### src/rtl/mem_access_unit.sv
// mem_access_unit: MEM-stage data-memory access unit.
// Decodes the load/store held in EXE_MEM, runs one req/ack transaction with
// data memory while stalling the pipeline, and aligns/extends load data for
// the EXE-stage load-to-ALU bypass.
module mem_access_unit #(
    parameter int ADDR_W = 32
) (
    input  logic              clk,
    input  logic              rst_n,
    input  logic              mem_ena,
    input  logic [31:0]       mem_instr,
    input  logic [ADDR_W-1:0] mem_addr,
    input  logic [31:0]       mem_store_data,
    output logic              dm_req,
    output logic              dm_we,
    output logic [3:0]        dm_be,
    output logic [ADDR_W-1:0] dm_addr,
    output logic [31:0]       dm_wdata,
    input  logic              dm_ack,
    input  logic [31:0]       dm_rdata,
    output logic [31:0]       mem_load_data,
    output logic              mem_stall,
    output logic              mem_addr_err
);

    localparam logic [1:0] ST_IDLE = 2'd0;
    localparam logic [1:0] ST_BUSY = 2'd1;
    localparam logic [1:0] ST_DONE = 2'd2;

    localparam logic [5:0] OP_LB  = 6'b100000;
    localparam logic [5:0] OP_LH  = 6'b100001;
    localparam logic [5:0] OP_LW  = 6'b100011;
    localparam logic [5:0] OP_LBU = 6'b100100;
    localparam logic [5:0] OP_LHU = 6'b100101;
    localparam logic [5:0] OP_SB  = 6'b101000;
    localparam logic [5:0] OP_SH  = 6'b101001;
    localparam logic [5:0] OP_SW  = 6'b101011;

    logic [1:0]  state;
    logic [5:0]  opcode;
    logic [5:0]  ld_op;        // opcode of the access in flight
    logic [1:0]  ld_k;         // byte offset of the access in flight
    logic        is_access;
    logic        is_store;
    logic        is_half;
    logic        is_word;
    logic        aligned;
    logic        start;
    logic [3:0]  be_next;
    logic [31:0] wdata_next;
    logic [7:0]  ld_byte;
    logic [15:0] ld_half;
    logic [31:0] load_result;

    assign opcode = mem_instr[31:26];

    // The instruction's immediate/register fields are not needed here.
    logic unused_instr_bits;
    assign unused_instr_bits = &{1'b0, mem_instr[25:0]};

    // Classify the opcode in MEM by access kind and size.
    always_comb begin
        // NOTE: every signal gets a default first so no path infers a latch.
        is_access = 1'b0;
        is_store  = 1'b0;
        is_half   = 1'b0;
        is_word   = 1'b0;
        case (opcode)
            OP_LB, OP_LBU: is_access = 1'b1;
            OP_LH, OP_LHU: begin is_access = 1'b1; is_half = 1'b1; end
            OP_LW:         begin is_access = 1'b1; is_word = 1'b1; end
            OP_SB:         begin is_access = 1'b1; is_store = 1'b1; end
            OP_SH:         begin is_access = 1'b1; is_store = 1'b1; is_half = 1'b1; end
            OP_SW:         begin is_access = 1'b1; is_store = 1'b1; is_word = 1'b1; end
            default:       ;
        endcase
    end

    assign aligned = !((is_half && mem_addr[0]) || (is_word && (mem_addr[1:0] != 2'b00)));
    assign start   = mem_ena && is_access && aligned;

    // Store lane enables and lane-replicated write data; loads read the full word.
    always_comb begin
        be_next    = 4'b1111;
        wdata_next = 32'h0;
        case (opcode)
            OP_SB: begin
                be_next    = 4'b0001 << mem_addr[1:0];
                wdata_next = {4{mem_store_data[7:0]}};
            end
            OP_SH: begin
                be_next    = 4'b0011 << {mem_addr[1], 1'b0};
                wdata_next = {2{mem_store_data[15:0]}};
            end
            OP_SW:   wdata_next = mem_store_data;
            default: ;
        endcase
    end

    // Pick the addressed byte/halfword out of the returned word and extend it.
    always_comb begin
        case (ld_k)
            2'd0:    ld_byte = dm_rdata[7:0];
            2'd1:    ld_byte = dm_rdata[15:8];
            2'd2:    ld_byte = dm_rdata[23:16];
            default: ld_byte = dm_rdata[31:24];
        endcase
        ld_half = ld_k[1] ? dm_rdata[31:16] : dm_rdata[15:0];
        case (ld_op)
            OP_LB:   load_result = {{24{ld_byte[7]}}, ld_byte};
            OP_LBU:  load_result = {24'h0, ld_byte};
            OP_LH:   load_result = {{16{ld_half[15]}}, ld_half};
            OP_LHU:  load_result = {16'h0, ld_half};
            default: load_result = dm_rdata;
        endcase
    end

    // Stall covers the issuing IDLE cycle and every BUSY cycle, never DONE.
    assign mem_stall    = ((state == ST_IDLE) && start) || (state == ST_BUSY);
    assign mem_addr_err = (state == ST_IDLE) && mem_ena && is_access && !aligned;

    // Access FSM: latch the request at start, hold it until ack, then one DONE cycle.
    always_ff @(posedge clk) begin
        // NOTE: sequential state uses non-blocking assignments only.
        if (!rst_n) begin
            state         <= ST_IDLE;
            dm_req        <= 1'b0;
            dm_we         <= 1'b0;
            dm_be         <= 4'b0000;
            dm_addr       <= '0;
            dm_wdata      <= 32'h0;
            mem_load_data <= 32'h0;
            ld_op         <= 6'b0;
            ld_k          <= 2'b0;
        end else begin
            case (state)
                ST_IDLE: begin
                    if (start) begin
                        state    <= ST_BUSY;
                        dm_req   <= 1'b1;
                        dm_we    <= is_store;
                        dm_be    <= be_next;
                        dm_addr  <= {mem_addr[ADDR_W-1:2], 2'b00};
                        dm_wdata <= wdata_next;
                        ld_op    <= opcode;
                        ld_k     <= mem_addr[1:0];
                    end
                end
                ST_BUSY: begin
                    if (dm_ack) begin
                        dm_req <= 1'b0;
                        state  <= ST_DONE;
                        if (!dm_we) begin
                            mem_load_data <= load_result;
                        end
                    end
                end
                ST_DONE: state <= ST_IDLE;
                default: state <= ST_IDLE;
            endcase
        end
    end

endmodule

### config.mk
export PLATFORM = sky130hd
export DESIGN_NAME = mem_access_unit
export DESIGN_NICKNAME = d
export VERILOG_FILES = /design/src/rtl/mem_access_unit.sv
export SDC_FILE = /design/constraint.sdc
export NUM_CORES = 1
export LEC_CHECK = 0
export CAP_MARGIN = 10
export CELL_PAD_IN_SITES_DETAIL_PLACEMENT = 0
export CELL_PAD_IN_SITES_GLOBAL_PLACEMENT = 1
export CORE_UTILIZATION = 45
export CTS_CLUSTER_DIAMETER = 200
export CTS_CLUSTER_SIZE = 28
export DETAILED_ROUTE_END_ITERATION = 10
export DONT_BUFFER_PORTS = 1
export PLACE_DENSITY_LB_ADDON = 0.1
export SETUP_SLACK_MARGIN = 0.2
export SYNTH_ARGS = -nofsm -noshare
export SYNTH_HDL_FRONTEND = slang
export SYNTH_SLANG_ARGS = --single-unit
### constraint.sdc
create_clock -name clk -period 2.3 [get_ports clk]
set_input_delay 0.46 -clock clk [delete_from_list [all_inputs] [get_ports clk]]
set_output_delay 0.46 -clock clk [all_outputs]
set_load 0.02 [all_outputs]
==> summary.md <==
| Metric | Value |
|---|---|
| Final Routed Wirelength | `14.5 mm` |
| Synth Area in XOR/XNOR | `0` |
| Clock-pin slew on the worst setup and hold paths | `80 ps` |
| Fin Clk Skew | `11.1 ps` |
| RSZ-0062 raised after global routing | `false` |
| Synth warnings | `0` |
| Simple-gate share of the synthesized area | `0.184` |
| DR DRC count | `0` |
| Worst VDD drop | `0.319 mV` |
| Post-Synth Adder-Cell Area | `0` |
| WP buf/inv | `1` |
| CP top delay family | `simple AND/OR/NAND/NOR gates` |
| Max Root-Sink Buffers | `2` |
| Via density | `5.80` |
| IO Pins | `236` |
| Drt first pass iters | `4` |
| Critical Path Source Type | `register` |
| Setup crit end kind | `output port` |
| Final Max Tran Viols | `0` |
| Avg Cell Area, Syn | `8.19 um2` |
| Die Wd | `113 um` |
| Setup_tns | `0 ps` |
| EDFF count, synth | `0` |
| Initial Util | `0.463` |
| Starting DRC count in detailed routing | `298` |
| Netlist Area Pre-Place | `0.00557 mm2` |
| Vias in the first global route | `4389` |
| Worst Setup SP | `state[1]$_SDFFE_PN0P_` |
| Worst Setup Path Type | `register to output port` |
| Post-detail-place hpwl | `10.5 mm` |
| Cell Rows | `40` |
| Gpl congestion | `0.837` |
| Share of flip-flops with an asynchronous set or reset | `0` |
| WP data required | `1840 ps` |
| CTS tree | `built` |
| Critical-path top delay cell | `nor3b_2` |
| Layout Cells excl Fill | `805` |
| CP max FO | `4` |
| Mux share of post-synthesis cell area | `0.176` |
| Worst path depth | `3` |
| Clk Latency, worst-skew pair | `360 ps` |
| CTS Sinks | `110` |
| First-pass GRT wire length | `23.0 mm` |
| Post-synthesis compound-gate area fraction | `0.167` |
| Hold Crit Class | `input pin to register` |
| Die Height | `113 um` |
| Static Leak | `2.35 nW` |
| Antenna cells | `0` |
| Final setup fails | `0` |
| Synth-to-Final Area Change | `8.32%` |
| Net count, final | `785` |
| Worst Hold Path Cells | `2` |
| # placed instances | `789` |
| Largest net degree at the start of global routing | `167` |
| Post-CTS Setup Bufs | `0` |
| Hold path start | `dm_rdata[16]` |
| Yosys reg bits | `110` |
| Most used DFF post-synth | `dfxtp_1` |
| Crit-path cells | `nor3b_2, a21boi_1, buf_4` |
| Root Buffer | `clkbuf_16` |
| Wire length per cell | `18.0 um` |
| Port bufs | `0` |
| Mapped Cells | `680` |
| Via count | `4671` |
| Max-slew headroom | `0.473` |
| Tmin final | `1990 ps` |
| Dominant combinational cell family by area after synthesis | `simple AND/OR/NAND/NOR gates` |
| Cts hold-fix bufs | `0` |
| Register-to-Register Path Depth | `4` |
| Post-synthesis sequential area ratio | `0.396` |
| Synth cell types | `47` |
| Fin crit share | `0.865` |
| Fin. Hold Viols | `0` |
| Grt ovf | `0` |
| Share of layout cells above drive strength 1 | `0.102` |
| Core area | `0.0120 mm2` |
| DRT antenna net count | `0` |
| Die ar. | `0.0128 mm2` |
| PwrDens | `634 mW/mm2` |
| RR Startpoint | `ld_k[1]$_SDFFE_PN0P_` |
| Initial antenna violation count | `0` |
| Max frequency | `0.503 GHz` |
| WP data arrival | `1530 ps` |
| Number of max-cap violations | `0` |
| Slew @ Worst Pin | `790 ps` |
| CTS Buf Count | `9` |
| Result of the run | `completed` |
| Total GRT Usage | `0.227` |
| H-tree lvl count | `3` |
| Slowest stage delay, CP | `400 ps` |
## flip-flops by register name (all words and copies together), names as in the netlist
signal         count
dm_wdata          32
dm_we              1
mem_load_data     32
dm_req             1
dm_be              4
state              2
dm_addr           30
ld_k               2
ld_op              6
## path summary, 6_finish.rpt
path                                    endpoint  slack (ps)
setup / recovery                    mem_addr_err         310
hold / removal    mem_load_data[16]$_SDFFE_PN0P_         230
setup reg to reg  mem_load_data[11]$_SDFFE_PN0P_         460
hold reg to reg            ld_op[5]$_SDFFE_PN0P_         490
## kinds of logic after synthesis
family,after synthesis
simple gates,230
compound gates,150
flops,110
buf+inv,102
mux,87
other cells,1
## per-layer routing
metal	track usage	up-vias	share of wire
met1	0.293	2173	0.43
met4	0.0904	0	0.022
li1	-	2310	-
met3	0.0766	23	0.095
met2	0.348	165	0.45
met5	0	-	0
## power by group
part	internal, mW	total (mW)	switching [mW]	leakage [nW]
Sequential	1.93	2.00	0.0623	0.888
Clock	0.770	1.55	0.781	0.148
Combinational	0.128	0.276	0.148	1.31
## synth_stat cells (all sizes together) (9+ instances only)
master,number,share of area
a21oi,45,0.041
nor2,10,0.0067
o2111ai,9,0.014
o21ai,51,0.046
mux2i,72,0.13
o221ai,11,0.017
nand2,140,0.094
inv,42,0.028
buf,16,0.019
dfxtp,110,0.40
nor2b,10,0.011
nor3,49,0.044
clkbuf,43,0.029
## placed cells by master (no fill, tap or decap), types with 2 or more instances in the layout
| cell | netlist | layout |
|---|---|---|
| o22ai_1 | 8 | 8 |
| dfxtp_1 | 110 | 110 |
| clkinv_8 | 0 | 2 |
| buf_4 | 4 | 18 |
| inv_1 | 42 | 42 |
| nor2_1 | 10 | 10 |
| o2111ai_1 | 9 | 9 |
| conb_1 | 1 | 2 |
| clkbuf_16 | 0 | 9 |
| or3b_2 | 2 | 2 |
| mux2i_1 | 72 | 72 |
| o21ai_0 | 48 | 48 |
| a221oi_1 | 7 | 7 |
| a31oi_1 | 8 | 8 |
| inv_6 | 0 | 2 |
| a21oi_1 | 44 | 44 |
| nor2b_1 | 10 | 10 |
| nand3_1 | 2 | 2 |
| nor3_1 | 49 | 49 |
| o211ai_1 | 2 | 2 |
| and3_1 | 2 | 2 |
| mux2_2 | 7 | 7 |
| nand2b_1 | 3 | 3 |
| nor3b_2 | 0 | 2 |
| or2_2 | 3 | 3 |
| o21ai_1 | 3 | 2 |
| o21a_1 | 2 | 2 |
| o221ai_1 | 11 | 11 |
| nand2_1 | 140 | 140 |
| mux4_2 | 8 | 8 |
| buf_12 | 0 | 2 |
## cell type report
| type | instances | area [um2] |
|---|---|---|
| Clock buffer | 9 | 225 |
| Clock inverter | 7 | 75.1 |
| Fill cell | 1167 | 5980 |
| Inverter | 43 | 161 |
| Multi-Input combinational cell | 469 | 3010 |
| Sequential cell | 110 | 2200 |
| Tap cell | 147 | 184 |
| Timing Repair Buffer | 20 | 175 |
## timing repair
item                                   4_1_cts  5_1_grt
setup endpoints to repair                    0        2
endpoints found under the hold margin        0        0
resized for setup                            0        1
## per-stage QoR
step                 util  cell area [um2]  total power [mW]  hold WS [ps]  setup WS (ps)
floorplan               -             5590              2.30           439           78.0
global placement    0.477             5730              2.31           457            285
detailed placement  0.477             5730              2.32           465            221
CTS                 0.502             6030              3.87           218            258
global route        0.502             6030              3.98           219            241
finish              0.502             6030              3.82           229            311
Power figures use the tool's default switching activity.
